$ cat config.mk
export PLATFORM = sky130hd
export DESIGN_NAME = keypad_scan
export DESIGN_NICKNAME = d
export VERILOG_FILES = /design/src/rtl/keypad_scan.sv
export SDC_FILE = /design/constraint.sdc
export NUM_CORES = 1
export LEC_CHECK = 0
export BUFFER_PORTS_ARGS = -buffer_cell sky130_fd_sc_hd__clkbuf_2
export CAP_MARGIN = 20
export CORE_ASPECT_RATIO = 1.5
export CORE_MARGIN = 3
export CORE_UTILIZATION = 45
export CTS_CLUSTER_DIAMETER = 30
export DETAILED_ROUTE_END_ITERATION = 6
export SLEW_MARGIN = 20
export SYNTH_ARGS = -nofsm -noshare
export SYNTH_HDL_FRONTEND = slang
export SYNTH_SLANG_ARGS = --single-unit
export TNS_END_PERCENT = 1
$ cat constraint.sdc
create_clock -name clk -period 6.6 [get_ports clk]
set_input_delay 1.32 -clock clk [delete_from_list [all_inputs] [get_ports clk]]
set_output_delay 1.32 -clock clk [all_outputs]
set_load 0.1 [all_outputs]
$ cat src/rtl/keypad_scan.sv
// ---------------------------------------------------------------------------
// keypad_scan
//   Scanner for a 4x4 hex matrix keypad. It drives one row low at a time,
//   samples the columns near the end of each row dwell, and folds four row
//   samples into one frame result. A debounce FSM that runs once per frame
//   turns stable frame results into single key-press events. Each accepted
//   key is also shifted into a 16-bit digit register for a 7-seg driver.
//
// Parameters
//   SCAN_DIV        clock cycles each row is driven (>= 4)
//   DEBOUNCE_SCANS  consecutive identical frames needed to accept a press
//                   or a release (>= 1)
//
// Ports
//   clk        system clock, rising edge
//   rst_n      asynchronous active-low reset
//   row[3:0]   row drive, active-low, exactly one bit low
//   col[3:0]   column sense, active-low, asynchronous to clk
//   clr        synchronous clear of num
//   key_valid  one-cycle pulse per accepted press
//   key_code   hex code of the last accepted key
//   num[15:0]  entered digits, newest digit in [3:0]
// ---------------------------------------------------------------------------
module keypad_scan #(
    parameter int SCAN_DIV       = 50000,
    parameter int DEBOUNCE_SCANS = 3
) (
    input  logic        clk,
    input  logic        rst_n,
    output logic [3:0]  row,
    input  logic [3:0]  col,
    input  logic        clr,
    output logic        key_valid,
    output logic [3:0]  key_code,
    output logic [15:0] num
);

    localparam int DIV_W = (SCAN_DIV > 1) ? $clog2(SCAN_DIV) : 1;
    localparam int CNT_W = $clog2(DEBOUNCE_SCANS + 1);
    localparam logic [DIV_W-1:0] DIV_LAST = DIV_W'(SCAN_DIV - 1);
    localparam logic [CNT_W-1:0] CNT_TGT  = CNT_W'(DEBOUNCE_SCANS);

    typedef enum logic [1:0] {
        S_IDLE        = 2'd0,
        S_PRESS_CHK   = 2'd1,
        S_HELD        = 2'd2,
        S_RELEASE_CHK = 2'd3
    } state_t;

    // Number of set bits in a 16-bit vector.
    function automatic logic [4:0] f_popcount(input logic [15:0] v);
        logic [4:0] n;
        n = '0;
        for (int i = 0; i < 16; i++) begin
            n = n + {4'd0, v[i]};
        end
        return n;
    endfunction

    // Index (row*4 + col) of the lowest set bit; only meaningful when one bit is set.
    function automatic logic [3:0] f_first_idx(input logic [15:0] v);
        logic [3:0] idx;
        idx = '0;
        for (int i = 15; i >= 0; i--) begin
            if (v[i]) idx = 4'(i);
        end
        return idx;
    endfunction

    // Physical key position to hex legend.
    function automatic logic [3:0] f_keymap(input logic [3:0] idx);
        logic [3:0] code;
        case (idx)
            4'd0:    code = 4'h1;
            4'd1:    code = 4'h2;
            4'd2:    code = 4'h3;
            4'd3:    code = 4'hA;
            4'd4:    code = 4'h4;
            4'd5:    code = 4'h5;
            4'd6:    code = 4'h6;
            4'd7:    code = 4'hB;
            4'd8:    code = 4'h7;
            4'd9:    code = 4'h8;
            4'd10:   code = 4'h9;
            4'd11:   code = 4'hC;
            4'd12:   code = 4'hE;
            4'd13:   code = 4'h0;
            4'd14:   code = 4'hF;
            default: code = 4'hD;
        endcase
        return code;
    endfunction

    logic [DIV_W-1:0] r_div;
    logic [1:0]       r_ri;
    logic [3:0]       r_sync_p0;
    logic [3:0]       r_sync_p1;
    logic [11:0]      r_acc;
    state_t           r_state;
    logic [CNT_W-1:0] r_cnt;
    logic [3:0]       r_cand;
    logic             r_key_valid;
    logic [3:0]       r_key_code;
    logic [15:0]      r_num;

    logic             w_div_wrap;
    logic             w_frame_end;
    logic [15:0]      w_low;
    logic             w_is_key;
    logic [3:0]       w_key;
    logic [CNT_W-1:0] w_cnt_inc;

    assign w_div_wrap  = (r_div == DIV_LAST);
    assign w_frame_end = w_div_wrap && (r_ri == 2'd3);

    // Row 3 is not stored: its sample is used directly in the frame-end cycle.
    assign w_low     = ~{r_sync_p1, r_acc};
    assign w_is_key  = (f_popcount(w_low) == 5'd1);
    assign w_key     = f_keymap(f_first_idx(w_low));
    assign w_cnt_inc = r_cnt + 1'b1;

    assign row       = ~(4'b0001 << r_ri);
    assign key_valid = r_key_valid;
    assign key_code  = r_key_code;
    assign num       = r_num;

    // Row dwell counter and row index
    always_ff @(posedge clk or negedge rst_n) begin
        if (!rst_n) begin
            r_div <= '0;
            r_ri  <= '0;
        end else if (w_div_wrap) begin
            r_div <= '0;
            r_ri  <= r_ri + 2'd1;
        end else begin
            r_div <= r_div + 1'b1;
        end
    end

    // Column synchronizer and per-row sample accumulator
    always_ff @(posedge clk or negedge rst_n) begin
        if (!rst_n) begin
            r_sync_p0 <= '0;
            r_sync_p1 <= '0;
            r_acc     <= '0;
        end else begin
            r_sync_p0 <= col;
            r_sync_p1 <= r_sync_p0;
            if (w_div_wrap) begin
                case (r_ri)
                    2'd0:    r_acc[3:0]  <= r_sync_p1;
                    2'd1:    r_acc[7:4]  <= r_sync_p1;
                    2'd2:    r_acc[11:8] <= r_sync_p1;
                    default: ;
                endcase
            end
        end
    end

    // Debounce FSM, evaluated once per frame, with registered outputs
    always_ff @(posedge clk or negedge rst_n) begin
        if (!rst_n) begin
            r_state     <= S_IDLE;
            r_cnt       <= '0;
            r_cand      <= '0;
            r_key_valid <= 1'b0;
            r_key_code  <= '0;
            r_num       <= '0;
        end else begin
            r_key_valid <= 1'b0;
            if (w_frame_end) begin
                case (r_state)
                    S_IDLE: begin
                        if (w_is_key) begin
                            r_cand <= w_key;
                            r_cnt  <= CNT_W'(1);
                            if (DEBOUNCE_SCANS == 1) begin
                                r_state     <= S_HELD;
                                r_key_valid <= 1'b1;
                                r_key_code  <= w_key;
                                r_num       <= {r_num[11:0], w_key};
                            end else begin
                                r_state <= S_PRESS_CHK;
                            end
                        end
                    end
                    S_PRESS_CHK: begin
                        if (w_is_key && (w_key == r_cand)) begin
                            r_cnt <= w_cnt_inc;
                            if (w_cnt_inc == CNT_TGT) begin
                                r_state     <= S_HELD;
                                r_key_valid <= 1'b1;
                                r_key_code  <= r_cand;
                                r_num       <= {r_num[11:0], r_cand};
                            end
                        end else begin
                            // A different key or a gap restarts from scratch.
                            r_state <= S_IDLE;
                            r_cnt   <= '0;
                        end
                    end
                    S_HELD: begin
                        // Any key result keeps us held: no auto-repeat, no roll-over.
                        if (!w_is_key) begin
                            r_cnt   <= CNT_W'(1);
                            r_state <= (DEBOUNCE_SCANS == 1) ? S_IDLE : S_RELEASE_CHK;
                        end
                    end
                    S_RELEASE_CHK: begin
                        if (w_is_key) begin
                            r_state <= S_HELD;
                        end else begin
                            r_cnt <= w_cnt_inc;
                            if (w_cnt_inc == CNT_TGT) begin
                                r_state <= S_IDLE;
                                r_cnt   <= '0;
                            end
                        end
                    end
                    default: r_state <= S_IDLE;
                endcase
            end
            // Clear takes priority over a same-cycle digit shift.
            if (clr) r_num <= '0;
        end
    end

endmodule

After elaboration in Yosys (flattened, before gate mapping)
Memories as Yosys holds them, arrays and structs flattened.
Index checks and enable logic that the tools add are counted.
- flip-flop bits (word level): 67
- latch bits: 0
- bits in writable memories: 0
- bits in read-only memories: 64
- output and inout port bits: 25
- logic and storage cells: 104
- memories kept: 1
- memories (memory ; depth ; width ; read ports ; clocked after memory_dff ; write ports ; line ; source):
    (no name shown) ; 16 ; 4 ; 1 ; 0 ; 0 ; 73 ; case (idx)
- add/subtract/negate cells: 18
- $mul: 0
- divide/modulo/power cells: 0
- order comparisons: 0
- equality and inequality tests: 15
- shifts and indexed selects: 1
- multiplexer cells: 38
- bitwise operators: 2
- reductions and logical operators: 16
- operators by type and width (kind ; count):
    16-bit two-way mux ; 6
    4-bit two-way mux ; 16
    5-bit by 1-bit adder with 5-bit output ; 11
    2-bit two-way mux ; 10
    16-bit by 1-bit adder with 16-bit output, second input constant ; 1
    16-bit equality test, second input constant ; 1
    16-bit inverter ; 1
    2-bit case mux with 4 select lines ; 2
    4-bit AND reduction ; 3
    2-bit equality test, second input constant ; 5
    2-bit nonzero test ; 4
    2-bit inequality test, second input constant ; 3
    3-bit inequality test, second input constant ; 2
    2-bit AND reduction ; 3
    4-bit by 1-bit adder with 5-bit output ; 1
    5-bit by 1-bit equality test with 1-bit output, second input constant ; 1
    5-bit AND reduction ; 1
    2-bit by 1-bit adder with 2-bit output, second input constant ; 2
    3-bit by 1-bit adder with 4-bit output ; 1
    2-bit by 1-bit equality test with 1-bit output, second input constant ; 2
    4-bit equality test ; 1
    2-bit zero test ; 2
    1-bit two-way mux ; 4
    4-bit inverter ; 1
    other kinds (5) ; 6

Depth between registers and ports, before layout
An unclocked memory read counts as a cell.
- word-level depth: 24
- gate-level depth with buffers: 20
- depth with buffers taken out: 18

Least setup slack after synthesis
OpenSTA, ideal clock, no wires.
- path type: register -> register
- start: reg r_acc[7]
- end: reg r_key_code[0], in the netlist key_code[0]
- arrival: 5388 ps
- required time: 6475 ps
- setup slack: 1086 ps
- cell stages (with the launch flop): 21
- path through: dfrtp_1 -> buf_2 -> inv_1 -> fa_1 -> inv_1 -> fa_1 -> fa_1 -> inv_1 -> fa_1 -> ha_1 -> inv_1 -> fa_1 -> a211oi_1 -> mux2i_1 -> nor4_2 -> nand4_1 -> nor4_2 -> or4b_1 -> clkbuf_1 -> buf_6 -> mux2_4
- longest elaborated chain between the ends: 13
- elaborated cells on any way between the ends: 23
- RTL lines (item ; line ; source):
    start, declared ; 98 ; logic [11:0] r_acc;
    start signal, assigned ; 152 ; 2'd1: r_acc[7:4] <= r_sync_p1;
    16-bit inverter * ; 117 ; assign w_low = ~{r_sync_p1, r_acc};
    5-bit by 1-bit adder with 5-bit output or 4-bit two-way mux (tied branches) (8 in a row) ; 55, 65 ;
    5-bit by 1-bit adder with 5-bit output or memory 16 x 4 bit (tied branches) ; n/a ;
    5-bit by 1-bit equality test with 1-bit output or 4-bit equality test (tied branches) ; 118, 188 ;
    1-bit logical AND * ; 188 ; if (w_is_key && (w_key == r_cand)) begin
    4-bit AND reduction (no source line) * ; n/a ;
    end signal, assigned ; 180 ; r_key_code <= w_key;
    end signal, assigned ; 193 ; r_key_code <= r_cand;
    end, declared ; 103 ; logic [3:0] r_key_code;
Mark *: on every way between the ends. The rest lies on a longest branch, timed or not.
A chain may end at the register's enable or synchronous reset.

Final worst setup path
- start: reg r_acc[7]
- end: reg r_num[8], in the netlist num[8]
- longest elaborated chain between the ends: 14
- elaborated cells on any way between the ends: 24
- RTL lines (item ; line ; source):
    16-bit inverter * ; 117 ;
    5-bit by 1-bit adder with 5-bit output or 4-bit two-way mux (tied branches) (8 in a row) ; 55, 65 ;
    5-bit by 1-bit adder with 5-bit output or memory 16 x 4 bit (tied branches) ; n/a ;
    5-bit by 1-bit equality test with 1-bit output or 4-bit equality test (tied branches) ; 118, 188 ;
    1-bit logical AND * ; 188 ;
    2-bit nonzero test (no source line) * ; n/a ;
    4-bit AND reduction (no source line) * ; n/a ;
    end signal, assigned ; 181 ; r_num <= {r_num[11:0], w_key};
    end signal, assigned ; 194 ; r_num <= {r_num[11:0], r_cand};
    end, declared ; 104 ; logic [15:0] r_num;
Marks and branches as above.

==> impl_metrics.sql <==
INSERT INTO impl_metrics (metric_group, metric, value, unit) VALUES
('yosys', 'synthesis.nets', '420', ''),
('placed_design', 'place_congestion', '0.880', ''),
('yosys', 'arithmetic_cell_share_of_the_synthesized_area_counting_full_adders_half_adders_and_majority_gates', '9.74', '%'),
('grt', 'grt_max_degree', '68', ''),
('clocking', 'clkLatencyLatePin', '0.33', 'ns'),
('timing', 'final.period_utilization', '88.3', '%'),
('yosys', 'synth_warnings', '0', ''),
('yosys', 'post_synth_instance_area', '3850', 'sq um'),
('outcome', 'outcome', 'complete, no violations', ''),
('floorplanning', 'start_util', '47.2', '%'),
('clocking', 'clock_slew_seen_by_the_registers_of_the_worst_setup_and_hold_paths', '0.05', 'ns'),
('timing', 'timing.clock.skew', '0.00657', 'ns'),
('timing', 'timing.final.crit_period', '5.83', 'ns'),
('setup_path', 'worst-r2r-cell-count', '19', ''),
('route', 'remaining_drc_errors', '0', ''),
('yosys', 'yosys-top-cells-count', '67 x sky130_fd_sc_hd__dfrtp_1, 44 x sky130_fd_sc_hd__nand2_1, 35 x sky130_fd_sc_hd__inv_1', ''),
('yosys', 'cell_count_after_synthesis', '389', ''),
('timing', 'slew_headroom', '43.8', '%'),
('setup_path', 'r2r-end', 'num[8]', ''),
('clocking', 'cts-resized-gates', '0', ''),
('yosys', 'cell_variety_after_synth', '54', ''),
('setup_path', 'cp_data_required_time', '6.81', 'ns'),
('grt', 'antenna_found_initial', '0', ''),
('timing', 'setup_total_negative_slack', '0', 'ns'),
('clocking', 'root_driver', 'sky130_fd_sc_hd__clkbuf_16', ''),
('setup_path', 'slowest_stage', 'sky130_fd_sc_hd__or4b_1', ''),
('power', 'finalPower', '0.944', 'mW'),
('setup_path', 'criticalPathCategory', 'reg2reg', ''),
('floorplanning', 'placement_row_count', '40', ''),
('yosys', 'async_flop_share', '100', '%'),
('grt', 'grt_first_pass_wirelength', '13200', 'um'),
('yosys', 'synth-seq-cells', '67', ''),
('floorplanning', 'die_h', '119', 'um'),
('yosys', 'ys_dominant_reg_cell', 'sky130_fd_sc_hd__dfrtp_1', ''),
('route', 'routed_via_count', '2884', ''),
('route', 'initialDrtViolationCount', '193', ''),
('yosys', 'cell_type_with_the_largest_total_area_after_synthesis', 'sky130_fd_sc_hd__dfrtp_1', ''),
('floorplanning', 'floorplan.core_area', '8160', 'sq um'),
('clocking', 'cts_buffers', '9', ''),
('timing', 'hold_violations', '0', ''),
('yosys', 'synth.mux.area_fraction', '7.40', '%'),
('setup_path', 'crit_fanout', '11', ''),
('timing', 'timing_worst_slew_pin_value', '0.843', 'ns'),
('route', 'antenna_left', '0', ''),
('setup_path', 'timing.reg2reg.setup_slack', '0.77', 'ns'),
('grt', 'grt-ovfl-total', '0', ''),
('yosys', 'synth_top_family_by_area', 'simple AND/OR/NAND/NOR gates', ''),
('yosys', 'synth.top_cell.area_share', '43.5', '%'),
('floorplanning', 'die_width', '81.6', 'um'),
('timing', 'fmaxAchievable', '172', 'MHz'),
('setup_path', 'crit_path_frequent_cell', 'sky130_fd_sc_hd__fa_1', ''),
('setup_path', 'critical_path.reg2reg.startpoint', 'r_acc[7]', ''),
('clocking', 'number_of_clock_sinks', '67', ''),
('setup_path', 'worst_path_largest_cell_delay', '0.77', 'ns'),
('layout', 'layout.nets', '450', ''),
('floorplanning', 'io-pin-count', '32', ''),
('power', 'pwr_cell_area', '214', 'nW/um^2'),
('clocking', 'number_of_post_cts_setup_repair_buffers', '0', ''),
('setup_path', 'critical_path.endpoint', 'num[8]', ''),
('floorplanning', 'die_area', '9730', 'sq um'),
('setup_path', 'critical_path.endpoint_type', 'flip-flop', ''),
('yosys', 'post-synth-top-count-cell', 'sky130_fd_sc_hd__dfrtp_1', ''),
('yosys', 'synth.avg_cell_area', '9.91', 'sq um'),
('route', 'drt_pre_antenna_iters', '4', ''),
('timing', 'final-max-slew-violation-count', '0', ''),
('clocking', 'cts_tree', 'done', ''),
('placed_design', 'dpl.hpwl', '5830', 'um'),
('grt', 'gr-usage-all-layers', '17.6', '%'),
('grt', 'grt_pass1_vias', '2857', ''),
('placed_design', 'io_buffers', '31', ''),
('clocking', 'cts-root-to-sink-buffers', '2', '');
-- flip-flops by register name (all words and copies together) (netlist names) --
| register | count |
|---|---|
| r_ri | 2 |
| key_valid | 1 |
| r_acc | 12 |
| r_cand | 4 |
| r_div | 16 |
| r_sync_p1 | 4 |
| r_state | 2 |
| num | 16 |
| r_cnt | 2 |
| key_code | 4 |
| r_sync_p0 | 4 |
-- kinds of logic (layout without fill, tap and decap cells) --
logic type | after synthesis | count (layout)
compound gates | 65 | 65
xor+xnor | 16 | 16
fa+ha+maj | 24 | 24
buf+inv | 53 | 88
flops | 67 | 67
mux | 26 | 26
simple gates | 138 | 138
-- metal layers --
metal	track usage, %	wire length (um)
met5	0	0
met4	9.20	292
met3	4.54	343
met2	28.8	3990
met1	20.5	3250
-- per-stage QoR --
| stage | util, % | instances | instance area (sq um) | worst slack (ns) | hold slack [ns] |
|---|---|---|---|---|---|
| after global routing | 54.0 | 529 | 4410 | 0.440 | 0.354 |
| after detailed placement | 50.2 | 513 | 4090 | 0.770 | 0.339 |
| final | 54.0 | 529 | 4410 | 0.773 | 0.348 |
| after floorplan | - | 389 | 3850 | 1.09 | 0.331 |
| after global placement | 50.2 | 513 | 4090 | 0.911 | 0.334 |
| after CTS | 54.0 | 529 | 4410 | 0.764 | 0.351 |
-- cells in the final DEF, fill, tap and decap left out, types with 6 or more instances in the layout --
cell type and count:
sky130_fd_sc_hd__clkbuf_16 9, sky130_fd_sc_hd__inv_1 35, sky130_fd_sc_hd__nand3_1 12, sky130_fd_sc_hd__nor2_1 14, sky130_fd_sc_hd__ha_1 14, sky130_fd_sc_hd__nand2_1 44, sky130_fd_sc_hd__and3_1 6, sky130_fd_sc_hd__nand4_1 9
sky130_fd_sc_hd__mux2i_1 18, sky130_fd_sc_hd__o21ai_0 28, sky130_fd_sc_hd__xor2_1 9, sky130_fd_sc_hd__nand2b_1 23, sky130_fd_sc_hd__dfrtp_1 67, sky130_fd_sc_hd__clkbuf_2 30, sky130_fd_sc_hd__a21oi_1 10, sky130_fd_sc_hd__fa_1 10
sky130_fd_sc_hd__nor3_1 7, sky130_fd_sc_hd__xnor2_1 7
-- report_power, final --
| group | total, mW | internal, mW | switching (mW) |
|---|---|---|---|
| logic | 0.0411 | 0.0157 | 0.0254 |
| registers | 0.416 | 0.414 | 0.00219 |
| clock network | 0.487 | 0.321 | 0.165 |
-- critical path: cells and delay by family, from the launching register on --
family,cells,cell delay [ns]
buffers and inverters,6,0.75
flip-flops,1,0.50
adder cells (fa/ha/maj),6,2.52
AND/OR/NAND/NOR,4,1.49
multiplexers,2,0.25
AO/OA/AOI/OAI,1,0.21
-- final cells by class --
cell class,instances,area [sq um]
fillers,738,3750
repair buffers,35,185
inverters,37,139
flip-flops and latches,67,1680
multi-input cells,269,1960
clock buffers,12,267
well taps,105,131
clock inverters,4,47.5
-- worst min path at each step --
stage	start	end	slack [ns]	cells after the start
2_1_floorplan	r_sync_p0[0]	r_sync_p1[0]	0.33	0
3_3_place_gp	r_sync_p0[1]	r_sync_p1[1]	0.33	0
3_5_place_dp	r_sync_p0[2]	r_sync_p1[2]	0.34	0
4_1_cts	r_sync_p0[2]	r_sync_p1[2]	0.35	0
5_1_grt	r_sync_p0[1]	r_sync_p1[1]	0.35	0
6_report	r_sync_p0[2]	r_sync_p1[2]	0.35	0
No activity file was read; power rests on OpenSTA's default activity.
